[src/rtl/seq_signed_or_unsigned_mul.sv]
// Iterative n-cycle shift-add multiplier with per-operand signedness.
// Optional macro SEQ_MUL_EARLY_TERM_EN: zero operand finishes in one cycle.
module seq_signed_or_unsigned_mul #(
    parameter int n = 8
) (
    input  logic           clk,
    input  logic           rst,
    input  logic           arg_vld,
    output logic           arg_rdy,
    input  logic [n-1:0]   a,
    input  logic [n-1:0]   b,
    input  logic           a_signed,
    input  logic           b_signed,
    output logic           res_vld,
    input  logic           res_rdy,
    output logic [2*n-1:0] res,
    output logic           busy
);

    localparam int CW = (n > 2) ? $clog2(n) : 1;

    typedef enum logic [1:0] {
        IDLE = 2'd0,
        BUSY = 2'd1,
        DONE = 2'd2
    } state_t;

    state_t           state_q, state_d;
    logic             init_q, init_d;
    logic [CW-1:0]    cnt_q, cnt_d;
    logic [n:0]       a_ext_q, a_ext_d;
    logic             bsgn_q, bsgn_d;
    logic [n:0]       hi_q, hi_d;
    logic [n-1:0]     lo_q, lo_d;
    logic [2*n-1:0]   res_q, res_d;

    logic             accept;
    logic             last;
    logic             sub;
    logic [n:0]       addend;
    logic [n:0]       sum;
    logic             carry;
    logic             msb;

    assign arg_rdy = (state_q == IDLE) && init_q;
    assign res_vld = (state_q == DONE);
    assign busy    = (state_q != IDLE);
    assign res     = res_q;
    assign accept  = arg_vld & arg_rdy;

    // Signed partial-product step: the top multiplier bit of a signed
    // operand carries negative weight, so the last step subtracts.
    always_comb begin
        last   = (cnt_q == CW'(n - 1));
        sub    = last & bsgn_q & lo_q[0];
        addend = '0;
        if (lo_q[0]) begin
            addend = sub ? ~a_ext_q : a_ext_q;
        end
        {carry, sum} = {1'b0, hi_q} + {1'b0, addend} + {{(n+1){1'b0}}, sub};
        // Sign of the exact (n+2)-bit sum from the n+1-bit adder's carry.
        msb = hi_q[n] ^ addend[n] ^ carry;
    end

    always_comb begin
        state_d = state_q;
        init_d  = 1'b1;
        cnt_d   = cnt_q;
        a_ext_d = a_ext_q;
        bsgn_d  = bsgn_q;
        hi_d    = hi_q;
        lo_d    = lo_q;
        res_d   = res_q;
        unique case (state_q)
            IDLE: begin
                if (accept) begin
                    a_ext_d = {a_signed & a[n-1], a};
                    bsgn_d  = b_signed;
                    hi_d    = '0;
                    lo_d    = b;
                    cnt_d   = '0;
                    state_d = BUSY;
`ifdef SEQ_MUL_EARLY_TERM_EN
                    if ((a == '0) || (b == '0)) begin
                        res_d   = '0;
                        state_d = DONE;
                    end
`endif
                end
            end
            BUSY: begin
                hi_d  = {msb, sum[n:1]};
                lo_d  = {sum[0], lo_q[n-1:1]};
                cnt_d = cnt_q + CW'(1);
                if (last) begin
                    cnt_d   = '0;
                    res_d   = {sum, lo_q[n-1:1]};
                    state_d = DONE;
                end
            end
            DONE: begin
                if (res_rdy) begin
                    state_d = IDLE;
                end
            end
            default: begin
                state_d = IDLE;
            end
        endcase
    end

    always_ff @(posedge clk or posedge rst) begin
        if (rst) begin
            state_q <= IDLE;
            init_q  <= 1'b0;
            cnt_q   <= '0;
            a_ext_q <= '0;
            bsgn_q  <= 1'b0;
            hi_q    <= '0;
            lo_q    <= '0;
            res_q   <= '0;
        end else begin
            state_q <= state_d;
            init_q  <= init_d;
            cnt_q   <= cnt_d;
            a_ext_q <= a_ext_d;
            bsgn_q  <= bsgn_d;
            hi_q    <= hi_d;
            lo_q    <= lo_d;
            res_q   <= res_d;
        end
    end

endmodule
[config.mk]
export PLATFORM = sky130hd
export DESIGN_NAME = seq_signed_or_unsigned_mul
export DESIGN_NICKNAME = d
export VERILOG_FILES = /design/src/rtl/seq_signed_or_unsigned_mul.sv
export SDC_FILE = /design/constraint.sdc
export NUM_CORES = 1
export LEC_CHECK = 0
export CAP_MARGIN = 20
export CORE_UTILIZATION = 35
export CTS_BUF_LIST = sky130_fd_sc_hd__clkbuf_8
export CTS_CLUSTER_DIAMETER = 80
export DETAILED_ROUTE_END_ITERATION = 12
export HOLD_SLACK_MARGIN = 0.15
export SLEW_MARGIN = 10
export SYNTH_ARGS = -nofsm -noshare
export SYNTH_HDL_FRONTEND = slang
export SYNTH_SLANG_ARGS = --single-unit
[constraint.sdc]
create_clock -name clk -period 2.84 [get_ports clk]
set_input_delay 0.568 -clock clk [delete_from_list [all_inputs] [get_ports clk]]
set_output_delay 0.568 -clock clk [all_outputs]
set_load 0.005 [all_outputs]
==> out/summary.txt, run 1 <==
Critical Path AT - 2860 ps
VDD IR max - 318.0 uV
DRT Pass-1 Iters - 8
Clk sink count - 49
Post-Layout Cell Count - 388
Ports - 41
CTS root buf - clkbuf_8
DP Cell Count - 380
Final core utilization - 0.4538
Synth Net Count - 286
Fin. max-slew vios - 0
Most common cell in the netlist - nand2_1
Crit-path max FO - 7
Initial Utilization - 0.3617
Status - finished with violations
Synth top area share - 0.4990
Final Hold Viols - 0
Detailed Route WL - 4640 um
Cells after Synth - 252
CTS tree - done
GR Layer Usage met3 - 0.02887
Slew HR - 0.3772
Die Y - 85.79 um
Remaining global-route overflow - 0
Fin crit period - 2650 ps
Vias per cell - 4.647
Routed wire per std cell - 11.96 um
Unrepaired setup endpoints after global routing - yes
Startpoint types - flop
Sequential share of the synthesized area - 0.4990
Fin crit share - 0.9332
M1 GR Usage - 0.1835
Number of global-route vias before repair - 1783
# setup viols final - 0
Achievable frequency - 377.3 MHz
Fillers - 672
CTS max path bufs - 2
Residual DRC count - 1
Layout cells sized above 1 - 0.07877
Worst slew pin tran - 934.2 ps
Area grow syn2layout - 25.46%
Clock-pin slew on the worst setup and hold paths - 100 ps
Post-synthesis cell type count - 37
Post-synth EDFFs - 0
First-pass GRT wire length - 8135 um
Synth Warn # - 0
Num CTS Buffers - 5
Final Skew - 11.44 ps
Drt first-iter violations - 62
FP Rows - 30
Initial antenna violation count - 0
Ys flop type - dfrtp_1
Total power - 3421 uW
WP data required - 3050 ps
PwrDens - 1110 mW/mm^2
Worst hold-check path type - flop to flop
# diodes - 0
Crit path capture type - flop
Total GRT Usage - 0.1382
Commonest cells in the netlist - nand2_1 (60), dfrtp_1 (49), o21ai_1 (16)
Die X - 85.79 um
Placer Congestion - 0.7989
Flops & latches, synth - 49
GR peak layer - met2
Asr flop ratio synth - 1.000
H-Tree Level Count - 2
Vias - 1803
Dpl hpwl - 3319 um
Mapped cell area - 0.002457 mm^2
Max_cap viols - 0
Clk_lat worst skew - 310 ps
Pleak - 0.001374 uW
Hold Worst Slack - 494.1 ps
I/O Buffers - 40
Core ar. - 0.006794 mm^2
Die ar. - 0.007360 mm^2
Failing checks - design-rule violations
Post-CTS Setup Inserts - 0
Final ANT Viol Nets - 0
Top post-synthesis cells by area - dfrtp_1 (50%), nand2_1 (9.2%), ha_1 (5.1%)
Synth area leader - dfrtp_1
Fin nets - 325
Syn avg cell area - 9.751 um^2
Largest net degree at the start of global routing - 50
GR Util met2 - 0.2305
Critical setup path kind - flop to flop
-- logic make-up (layout without fill, tap and decap cells) --
logic type,after synthesis,in the layout,share of synthesized area
other cells,1,1,0.001526
xor+xnor,15,15,0.05346
buf+inv,19,59,0.03258
mux,10,10,0.04481
fa+ha+maj,12,12,0.06721
flops,49,49,0.4990
simple gates,98,98,0.1757
compound gates,48,48,0.1258
-- worst paths after layout --
path / from / endpoint / slack, ps / cells after the start
worst max-delay path: cnt_q[0] / hi_q[8] / 190 / 12
worst min register to register: res[10] / res[10] / 490 / 2
worst max register to register: cnt_q[0] / hi_q[8] / 190 / 12
max in group asynchronous: rst / hi_q[0] / 1710 / 3
min in group asynchronous: rst / res[14] / 730 / 3
worst min-delay path: res[10] / res[10] / 490 / 2
-- repair_timing --
item / CTS / global route
hold buffers: 0 / 0
endpoints found under the hold margin: 0 / 0
gates resized for setup: 0 / 6
endpoints found under the setup margin: 0 / 9
-- stage by stage --
stage | area (um^2) | setup TNS (ps) | worst slack (ps)
after floorplan | 2457 | 0 | 37.82
after global placement | 2954 | 0 | 66.24
after detailed placement | 2954 | 0 | 26.63
after CTS | 3049 | 0 | 9.774
after global routing | 3083 | -0.8171 | -0.8171
final | 3083 | 0 | 189.7
-- state kept, by name, indices dropped and copies added, names as in the netlist --
name / flops
state_q: 2
res: 16
cnt_q: 3
a_ext_q: 9
init_q: 1
hi_q: 9
lo_q: 8
bsgn_q: 1
-- cells in the final DEF (no fill, tap or decap), types with 2 or more instances in the layout --
cell	Yosys	layout
o31ai_1	4	4
o21ai_0	4	4
mux2i_1	2	2
nor2_1	8	8
clkbuf_8	0	5
inv_1	7	6
a21oi_2	2	2
ha_1	10	8
dfrtp_1	49	49
nand2_2	3	3
xnor2_1	12	12
clkdlybuf4s50_1	0	40
a21o_1	3	3
clkinvlp_4	0	2
mux2_1	8	8
a31oi_1	8	8
ha_4	0	2
nand2b_1	3	3
xor2_1	3	3
and2_1	9	9
nand2_1	60	60
a21oi_1	3	3
o21ai_1	16	16
buf_4	0	4
nand3_1	10	10
-- area by class of cell --
| type | count | area (um^2) | share of cell area |
|---|---|---|---|
| Inverter | 7 | 26.28 | 0.008523 |
| Sequential cell | 49 | 1226 | 0.3977 |
| Clock buffer | 5 | 68.82 | 0.02232 |
| Timing Repair Buffer | 44 | 430.4 | 0.1396 |
| Tap cell | 96 | 120.1 | 0.03896 |
| Clock inverter | 3 | 26.28 | 0.008523 |
| Multi-Input combinational cell | 184 | 1185 | 0.3843 |
-- layer usage --
metal	part of all wire	vias to the layer above
li1	-	926
met1	0.50	848
met2	0.47	25
met3	0.025	4
met4	0.010	0
met5	0	-
-- where the power goes --
group	internal, uW	total, uW	switching [uW]
sequential	1030	1260	223
clock	179	429	250
combinational	876	1730	859
total	2090	3420	1330
-- critical path, stage by stage, from the launching register on --
cell	delay, ps
dfrtp_1	410
ha_1	230
ha_4	190
nand2_2	100
buf_4	180
xnor2_1	120
and2_1	170
ha_4	220
a21o_1	190
a21oi_2	160
a21oi_2	80
o21a_1	240
o41ai_2	280
No activity file was read; power rests on OpenSTA's default activity.
==> run 2, diff against run 1 <==
--- a/config.mk
+++ b/config.mk
@@ -9,6 +9,7 @@
 export CORE_UTILIZATION = 35
 export CTS_BUF_LIST = sky130_fd_sc_hd__clkbuf_8
 export CTS_CLUSTER_DIAMETER = 80
+export CTS_CLUSTER_SIZE = 24
 export DETAILED_ROUTE_END_ITERATION = 12
 export HOLD_SLACK_MARGIN = 0.15
 export SLEW_MARGIN = 10
==> results of run 2 <==
The final DEF is identical to that of run 1; final timing and power are the same.
==> run 3, diff against run 2 <==
--- a/config.mk
+++ b/config.mk
@@ -6,12 +6,15 @@
 export NUM_CORES = 1
 export LEC_CHECK = 0
 export CAP_MARGIN = 20
+export CELL_PAD_IN_SITES_DETAIL_PLACEMENT = 1
+export CELL_PAD_IN_SITES_GLOBAL_PLACEMENT = 1
 export CORE_UTILIZATION = 35
 export CTS_BUF_LIST = sky130_fd_sc_hd__clkbuf_8
 export CTS_CLUSTER_DIAMETER = 80
 export CTS_CLUSTER_SIZE = 24
 export DETAILED_ROUTE_END_ITERATION = 12
 export HOLD_SLACK_MARGIN = 0.15
+export PLACE_DENSITY_LB_ADDON = 0.1
 export SLEW_MARGIN = 10
 export SYNTH_ARGS = -nofsm -noshare
 export SYNTH_HDL_FRONTEND = slang
==> run 3 against run 2 <==
Compared with the run above: die area stayed put; non-clock buffer count is 2 higher; critical path type unchanged; sequential power hardly changed; combinational power is 8% higher; the flow now finishes without violations; largest cell class unchanged; clock-buffer cell count is 2 higher; first-iteration DRC count is 32% lower.
==> out/summary.txt, run 3 (synthesized netlist as in run 1, its figures left out) <==
Status - finished clean
Critical Path AT - 2870 ps
Final ANT Viol Nets - 0
Unrepaired setup endpoints after global routing - yes
# setup viols final - 0
Die Y - 85.79 um
Post-Layout Cell Count - 390
Final Hold Viols - 0
CP bufs+invs - 1
Area grow syn2layout - 28.26%
Worst slew pin tran - 937.3 ps
Clk sink count - 49
Worst hold-check path type - flop to flop
Comb power frac - 0.522
Sw frac - 0.3878
Num CTS Buffers - 5
CTS root buf - clkbuf_8
Crit path capture type - flop
Reg power frac - 0.352
R2R depth - 12
Detailed Route WL - 5218 um
VDD IR max - 345.7 uV
Critical setup path kind - flop to flop
Vias - 1878
Post-placement cell area - 0.002982 mm^2
Crit-path max FO - 7
Max_cap viols - 0
Max reg flops - 16
Fin. max-slew vios - 0
CTS tree - done
Most common cell after layout, fill and taps aside - nand2_1
CP delay by family, top - compound AO/OA/AOI/OAI gates
Initial antenna violation count - 0
PwrDens - 1134 mW/mm^2
Final instance area - 0.003152 mm^2
Post-CTS Setup Inserts - 0
DRT Pass-1 Iters - 4
Layout cells sized above 1 - 0.1020
Initial Utilization - 0.3617
Final Skew - 12.30 ps
Slowest cell on crit path - dfrtp_1
WP data required - 3030 ps
Fin crit period - 2679 ps
DP Cell Count - 382
Residual DRC count - 0
Fin nets - 327
Dpl hpwl - 3792 um
Sw Pwr - 1385 uW
First-pass GRT wire length - 9384 um
Largest net degree at the start of global routing - 30
Clock-pin slew on the worst setup and hold paths - 80 ps
Fin Setup TNS - 0 ps
Crit-path cells - ha_1 > ha_1 > nand2_2 > buf_6 > xnor2_1 > and2_1 > ha_4 > a21o_1 > a21oi_2 > a21oi_2 > o21a_1 > o41ai_2
Core ar. - 0.006794 mm^2
Die ar. - 0.007360 mm^2
Fin crit share - 0.9433
I/O Buffers - 40
Vias per cell - 4.815
Total GRT Usage - 0.1624
Placer Congestion - 0.7294
# diodes - 0
FP Rows - 30
CTS max path bufs - 2
Slowest Stage Delay on Critical Path - 400 ps
Pleak - 0.001412 uW
Levels on crit path - 12
Slew HR - 0.3752
Routed wire per std cell - 13.38 um
Achievable frequency - 373.3 MHz
Clk_lat worst skew - 310 ps
Int Pwr - 2187 uW
Die X - 85.79 um
Clock share of power - 0.126
Startpoint types - flop
H-Tree Level Count - 2
Drt first-iter violations - 42
Remaining global-route overflow - 0
Final core utilization - 0.4639
Most frequent cells in the layout - nand2_1 (60), dfrtp_1 (49), clkdlybuf4s50_1 (40)
Hold depth - 2
Number of global-route vias before repair - 1977
Ports - 41
==> run 3: cell type report <==
type / instances / area (um^2)
Inverter: 7 / 26.28
Timing Repair Buffer: 46 / 461.7
Fill cell: 768 / 3642
Clock buffer: 7 / 96.34
Clock inverter: 1 / 5.005
Sequential cell: 49 / 1226
Multi-Input combinational cell: 184 / 1216
Tap cell: 96 / 120.1
==> run 3: power by group through the flow <==
stage                     combinational [uW]  clock (uW)  sequential, uW
after global routing                    2130         491            1310
after global placement                  1710           0            1270
final                                   1860         451            1260
after floorplan                         1200           0            1220
after detailed placement                1750           0            1280
after CTS                               1750         473            1260
==> run 3: path summary, 6_finish.rpt <==
kind	endpoint	startpoint	slack [ps]
min	res[12]	res[12]	480
min in group asynchronous	res[10]	rst	600
min reg2reg	res[12]	res[12]	480
max	hi_q[8]	cnt_q[0]	160
max in group asynchronous	cnt_q[0]	rst	1730
max reg2reg	hi_q[8]	cnt_q[0]	160
==> run 3: what timing repair did <==
item                                    CTS  global route
resized for setup                         0            14
endpoints found under the setup margin    0             9
hold buffers                              0             0
==> run 3: routing by layer <==
| layer | routed length [um] | GRT usage | vias up | share of wire |
|---|---|---|---|---|
| met3 | 143 | 0.03176 | 7 | 0.027 |
| met5 | 0 | 0 | - | 0 |
| met1 | 2606 | 0.2138 | 912 | 0.50 |
| met4 | 65 | 0.05000 | 0 | 0.012 |
| met2 | 2403 | 0.2713 | 29 | 0.46 |
| li1 | - | - | 930 | - |
==> run 3: metrics by stage <==
stage / setup WS (ps) / hold WS [ps] / power, uW
floorplan: 37.82 / 459.8 / 2420
global placement: 116.7 / 465.7 / 2977
detailed placement: 51.39 / 474.2 / 3021
CTS: 27.74 / 494.1 / 3488
global route: -31.06 / 511.8 / 3927
finish: 161.1 / 484.6 / 3573
==> run 3: worst register-to-register path: stages (launching register included) <==
cell     delay [ps]
dfrtp_1         400
ha_1            200
ha_1            210
nand2_2         120
buf_6           150
xnor2_1         110
and2_1          190
ha_4            230
a21o_1          200
a21oi_2         160
a21oi_2          90
o21a_1          230
o41ai_2         280
